**config.mk**
```make
export PLATFORM = sky130hd
export DESIGN_NAME = divider_part2_3
export DESIGN_NICKNAME = d
export VERILOG_FILES = /design/src/rtl/divider_part2_3.sv
export SDC_FILE = /design/constraint.sdc
export NUM_CORES = 1
export LEC_CHECK = 0
export BUFFER_PORTS_ARGS = -buffer_cell sky130_fd_sc_hd__buf_4
export CAP_MARGIN = 20
export CORE_UTILIZATION = 42
export CTS_CLUSTER_SIZE = 28
export DETAILED_ROUTE_END_ITERATION = 10
export HOLD_SLACK_MARGIN = 0.12
export PLACE_DENSITY = 0.72
export SYNTH_ARGS = -nofsm -noshare
export SYNTH_HDL_FRONTEND = slang
export SYNTH_SLANG_ARGS = --single-unit
```
**constraint.sdc**
```tcl
create_clock -name clk -period 1.6 [get_ports clk]
set_input_delay 0.32 -clock clk [delete_from_list [all_inputs] [get_ports clk]]
set_output_delay 0.32 -clock clk [all_outputs]
set_load 0.1 [all_outputs]
```
**src/rtl/divider_part2_3.sv**
```systemverilog
// divider_part2_3: programmable 8-bit clock divider made of two cascaded
// 4-bit up/down nibble counters with preset load and auto-reload at
// terminal count.
// Optional feature macro: DIV_SQUARE_OUT_EN
//   defined   -> out is a toggle register flipped on each terminal count
//   undefined -> out is a direct copy of outCo
module divider_part2_3 #(
  parameter logic [7:0] RESET_VALUE = 8'h00
) (
  input  logic       clk,
  input  logic       rst,
  input  logic [3:0] d_lo,
  input  logic [3:0] d_hi,
  input  logic       dn,
  input  logic       preset,
  output logic [7:0] q,
  output logic       out,
  output logic       outCo
);

  logic [3:0] lo;
  logic [3:0] hi;
  logic [3:0] lo_nxt;
  logic [3:0] hi_nxt;
  logic       terminal;

  assign q = {hi, lo};

  // Terminal count: all ones going up, all zeros going down; qualified by
  // an inactive load and inactive reset.
  always_comb begin
    terminal = 1'b0;
    if (preset && !rst) begin
      if (dn) terminal = (hi == 4'hF) && (lo == 4'hF);
      else    terminal = (hi == 4'h0) && (lo == 4'h0);
    end
  end

  assign outCo = terminal;

  // Next count: load on preset low or terminal, otherwise step the low
  // nibble and carry/borrow into the high nibble.
  always_comb begin
    lo_nxt = lo;
    hi_nxt = hi;
    if (!preset || terminal) begin
      lo_nxt = d_lo;
      hi_nxt = d_hi;
    end else if (dn) begin
      lo_nxt = lo + 4'd1;
      if (lo == 4'hF) hi_nxt = hi + 4'd1;
    end else begin
      lo_nxt = lo - 4'd1;
      if (lo == 4'h0) hi_nxt = hi - 4'd1;
    end
  end

  // Count register with asynchronous reset to RESET_VALUE.
  always_ff @(posedge clk or posedge rst) begin
    if (rst) begin
      lo <= RESET_VALUE[3:0];
      hi <= RESET_VALUE[7:4];
    end else begin
      lo <= lo_nxt;
      hi <= hi_nxt;
    end
  end

`ifdef DIV_SQUARE_OUT_EN
  // Square-wave output: invert on every edge that sees terminal count.
  always_ff @(posedge clk or posedge rst) begin
    if (rst)           out <= 1'b0;
    else if (terminal) out <= ~out;
  end
`else
  assign out = terminal;
`endif

endmodule

```
# Word-level counts from Yosys, hierarchy flattened
# Cells that the tools add are included.
[word_totals]
mem_count = 0
ramBits = 0
ff_bits = 8
rom_bits = 0
output_inout_bits = 10
latch_bits = 0
word_cells = 27
[classes]
n_mul = 0
shift = 0
n_reduce_logical = 10
n_eq_ne = 3
bitwise_logic = 0
mux = 8
addsub = 4
div_mod_pow = 0
n_lt_le_gt_ge = 0
[ops]
columns = ["operator", "count"]
rows = [
  ["2-to-1 mux 4 bit", 6],
  ["adder 4 x 1 -> 4 bit (second input constant)", 2],
  ["equality test 4 bit (second input constant)", 2],
  ["logical NOT 4 bit", 2],
  ["subtractor 4 x 1 -> 4 bit (second input constant)", 2],
  ["logical AND 1 bit", 3],
  ["!= test 3 x 1 -> 1 bit (second input constant)", 1],
  ["nonzero test 3 bit", 1],
  ["logical NOT 1 bit", 2],
  ["2-to-1 mux 1 bit", 2],
  ["AND reduction 2 bit", 1],
  ["logical OR 1 bit", 1],
]

# Logic depth before layout (Yosys ltp)
[logic_depth]
ltp_word = 7
depth_mapped = 7
depth_no_buf = 7

# Worst setup path after synthesis
# OpenSTA, ideal clock, no wires.
[synth_timing]
path_kind = "register to output"
start = "reg lo[0]"
end = "out outCo"
arrival_ns = 5.451
stages_incl_launch_ff = 5
slack_ns = -4.171
n_path_buf = 1
cell_sequence = "dfrtp_1 and4_2 mux2i_4 nor4b_1 buf_4"
[synth_via]
elab_chain_cells = 4
elab_cells_between_ends = 6
cone_classes = "1 x eq/ne; 2 x mux; 3 x reduce/logical"
[synth_lines]
columns = ["item", "line_no", "source"]
rows = [
  ["from (decl)", "21", "logic [3:0] lo;"],
  ["from (signal assigned)", "61", "lo <= RESET_VALUE[3:0];"],
  ["from (signal assigned)", "64", "lo <= lo_nxt;"],
  ["equality test 4 bit / logical NOT 4 bit (equally long branches)", "34, 35", ""],
  ["logical AND 1 bit, on equally long branches", "34, 35", ""],
  ["2-to-1 mux 1 bit *", "34", "if (dn) terminal = (hi == 4'hF) && (lo == 4'hF);"],
  ["2-to-1 mux 1 bit *", "33", "if (preset && !rst) begin"],
  ["to (decl)", "18", "output logic outCo"],
]
# Every way passes the cells marked *; elsewhere a longest branch is shown, timed or not.

# Worst setup path in the final report
[layout_timing]
start = "reg lo[2]"
end = "out out"
[layout_via]
elab_chain_cells = 4
elab_cells_between_ends = 6
cone_classes = "1 x eq/ne; 2 x mux; 3 x reduce/logical"
[layout_lines]
columns = ["item", "line_no", "source"]
rows = [
  ["equality test 4 bit / logical NOT 4 bit (equally long branches)", "34, 35", ""],
  ["logical AND 1 bit, on equally long branches", "34, 35", ""],
  ["2-to-1 mux 1 bit *", "34", ""],
  ["2-to-1 mux 1 bit *", "33", ""],
  ["to (decl)", "17", "output logic out,"],
]
# Marked as above.

==> metrics.md <==
| Metric | Value |
|---|---|
| GRT Overall Usage | `21.3%` |
| WL/cell | `13.1 um` |
| Synth top area share | `32.3%` |
| Placed cell areas | `942 um^2` |
| Layout cells sized above 1 | `62.6%` |
| Synthesized net count | `75` |
| Syn avg cell area | `10.9 um^2` |
| # clock sinks | `8` |
| Die ar. | `1630 um^2` |
| Worst path cell trace | `nor4_4 -> mux2i_4 -> nor4b_4 -> buf_6` |
| First-pass GRT wire length | `2200 um` |
| Final Setup Violations | `10` |
| Synth area leaders | `dfrtp_1 (32%), ha_1 (8.1%), fa_1 (6.5%), o21ai_0 (5.7%), mux2i_1 (4.8%)` |
| Remaining DRCs | `0` |
| Initial cell density of the core | `46.4%` |
| # H-tree levels | `1` |
| Worst slack at placement | `-0.283 ns` |
| Rows | `13` |
| Max Freq | `474 MHz` |
| Top-Level Pins | `22` |
| Largest net degree at the start of global routing | `9` |
| Crit path buf inv count | `1` |
| CTS tree | `yes` |
| HPWL Detailed | `1130 um` |
| Syn Std Cell Area | `619 um^2` |
| Vias per cell | `4.84` |
| Synth Register Bits | `8` |
| Unique masters post-synth | `25` |
| Total core area | `1330 um^2` |
| DRT iter0 DRCs | `4` |
| Cell area power density | `1140 nW/um^2` |
| Via count | `552` |
| Vias in the first global route | `511` |
| Die extent in x | `40.4 um` |
| Status | `finished with violations` |
| Largest stage delay, worst path | `0.48 ns` |
| Max-Cap Viols | `0` |
| Crit path max-delay cell type | `dfrtp_4` |
| Maximum vdd ir drop | `674 uV` |
| Type of the tightest min-delay check | `in -> reg` |
| RSZ-0062 raised after global routing | `true` |
| CP required | `1.28 ns` |
| WS Path Type | `reg -> out` |
| Drt total wl | `1490 um` |
| Final total power | `1.18 mW` |
| Post-route cell area | `1030 um^2` |
| Slew Limit Fails | `0` |
| TritonCTS buffer count | `3` |
| Worst-path maximum fanout | `2` |
| CTS Buffer Depth | `2` |
| Yosys top cell by area | `dfrtp_1` |
| Synth Instances | `57` |
| Worst Slack Setup Final | `-0.509 ns` |
| Worst slew pin tran | `0.296 ns` |
| Failing checks | `setup timing` |
| Crit. End Element | `output port` |
| Setup TNS after final layout | `-3.62 ns` |
| Initial antenna violation count | `0` |
| Synthesis Warnings | `0` |
| Skew final | `0.00199 ns` |
| Clock-pin slew on the worst setup and hold paths | `0.05 ns` |
| Critical path arrival | `1.79 ns` |
| Area delta synth->final | `67.1%` |
| GPL Wtd Cong | `0.744` |
| Utilization after layout | `77.6%` |
| Critical path's top delay family | `simple AND/OR/NAND/NOR gates` |
| Inserted Diodes | `0` |
| Final Hold Vio Count | `0` |
| Fin crit share | `132%` |
| Slew HR | `79.9%` |
| Overflow after GRT | `0` |
| Root buf cell | `clkbuf_4` |
| Pre-antenna DRT Iters | `3` |
| Fin nets | `119` |
| Leakage | `0.486 nW` |
| Min Tclk post-route | `2.11 ns` |
| Post-route antenna net violation count | `0` |
| Register area share after synthesis | `32.3%` |
| Buffers added on ports | `21` |
| Die height | `40.4 um` |
| Hold WS | `0.273 ns` |
| Clk Latency, worst-skew pair | `0.25 ns` |
| # placed instances | `108` |
| CP startpoint kind | `flip-flop` |
| Non-filler cells, final | `114` |
[layout by cell type (no fill, tap or decap), types with 2 or more instances in the layout]
cell,count
buf_4,35
inv_1,2
o21ai_1,6
ha_1,4
clkbuf_4,3
nor4_4,2
nand2_1,7
xnor2_1,3
buf_6,5
fa_1,2
dfrtp_4,5
a21oi_1,2
mux2i_1,2
xor2_1,3
dfrtp_2,3
[logic make-up after synthesis]
| logic type | synth area share, % |
|---|---|
| buf+inv | 4.24 |
| simple gates | 16.0 |
| xor+xnor | 8.49 |
| fa+ha+maj | 14.5 |
| flops | 32.3 |
| mux | 10.3 |
| compound gates | 14.1 |
[registers in the layout, indices dropped and copies added (netlist names)]
| name | flops |
|---|---|
| lo | 4 |
| hi | 4 |
[worst min-delay path, cell delays in order]
cell     delay [ns]
buf_4          0.08
nand2_1        0.03
o21ai_0        0.06
[cell usage after synthesis, drive strengths merged]
master	number
mux2	1
and4	2
nor4	2
buf	2
dfrtp	8
nor4b	1
o31ai	1
mux2i	4
ha	4
o21ai	7
inv	2
fa	2
xor2	3
a21oi	3
nor2	1
nand2	7
xnor2	3
and2	2
a21o	2
[where the power goes]
group,internal [mW],switching (mW)
Combinational,0.262,0.460
Sequential,0.259,0.0491
Clock,0.0856,0.0652
Total,0.607,0.574
[timing repair]
| item | 4_1_cts | 5_1_grt |
|---|---|---|
| endpoints found under the hold margin | 8 | 0 |
| setup endpoints to repair | 10 | 10 |
| hold buffers | 1 | 0 |
| cloned | 1 | 0 |
| resized for setup | 10 | 4 |
| setup buffers | 0 | 1 |
| pin swaps | 3 | 1 |
[worst paths after layout]
kind,endpoint,from,cells after the start,slack (ns)
setup / recovery,out,lo[2],4,-0.51
hold / removal,lo[3],d_lo[3],3,0.27
setup reg to reg,lo[1],lo[2],6,-0.40
hold reg to reg,hi[2],hi[2],2,0.62
max in group asynchronous,hi[1],rst,3,0.73
min in group asynchronous,lo[3],rst,3,0.61
[per-layer routing]
metal / track usage [%] / up-vias / share of wire [%]
met4: 7.50 / 0 / 0.34
met5: 0 / - / 0
met2: 33.7 / 12 / 47
met1: 29.1 / 251 / 50
met3: 3.33 / 2 / 3.0
li1: - / 287 / -
[cell type report]
type,count,area (um^2)
multi-input combinational,45,434
timing repair buffer,41,329
fill,95,299
sequential,8,223
clock buffer,3,22.5
tap,15,18.8
inverter,2,7.51
Note: power is estimated with default switching activity, not from simulation.
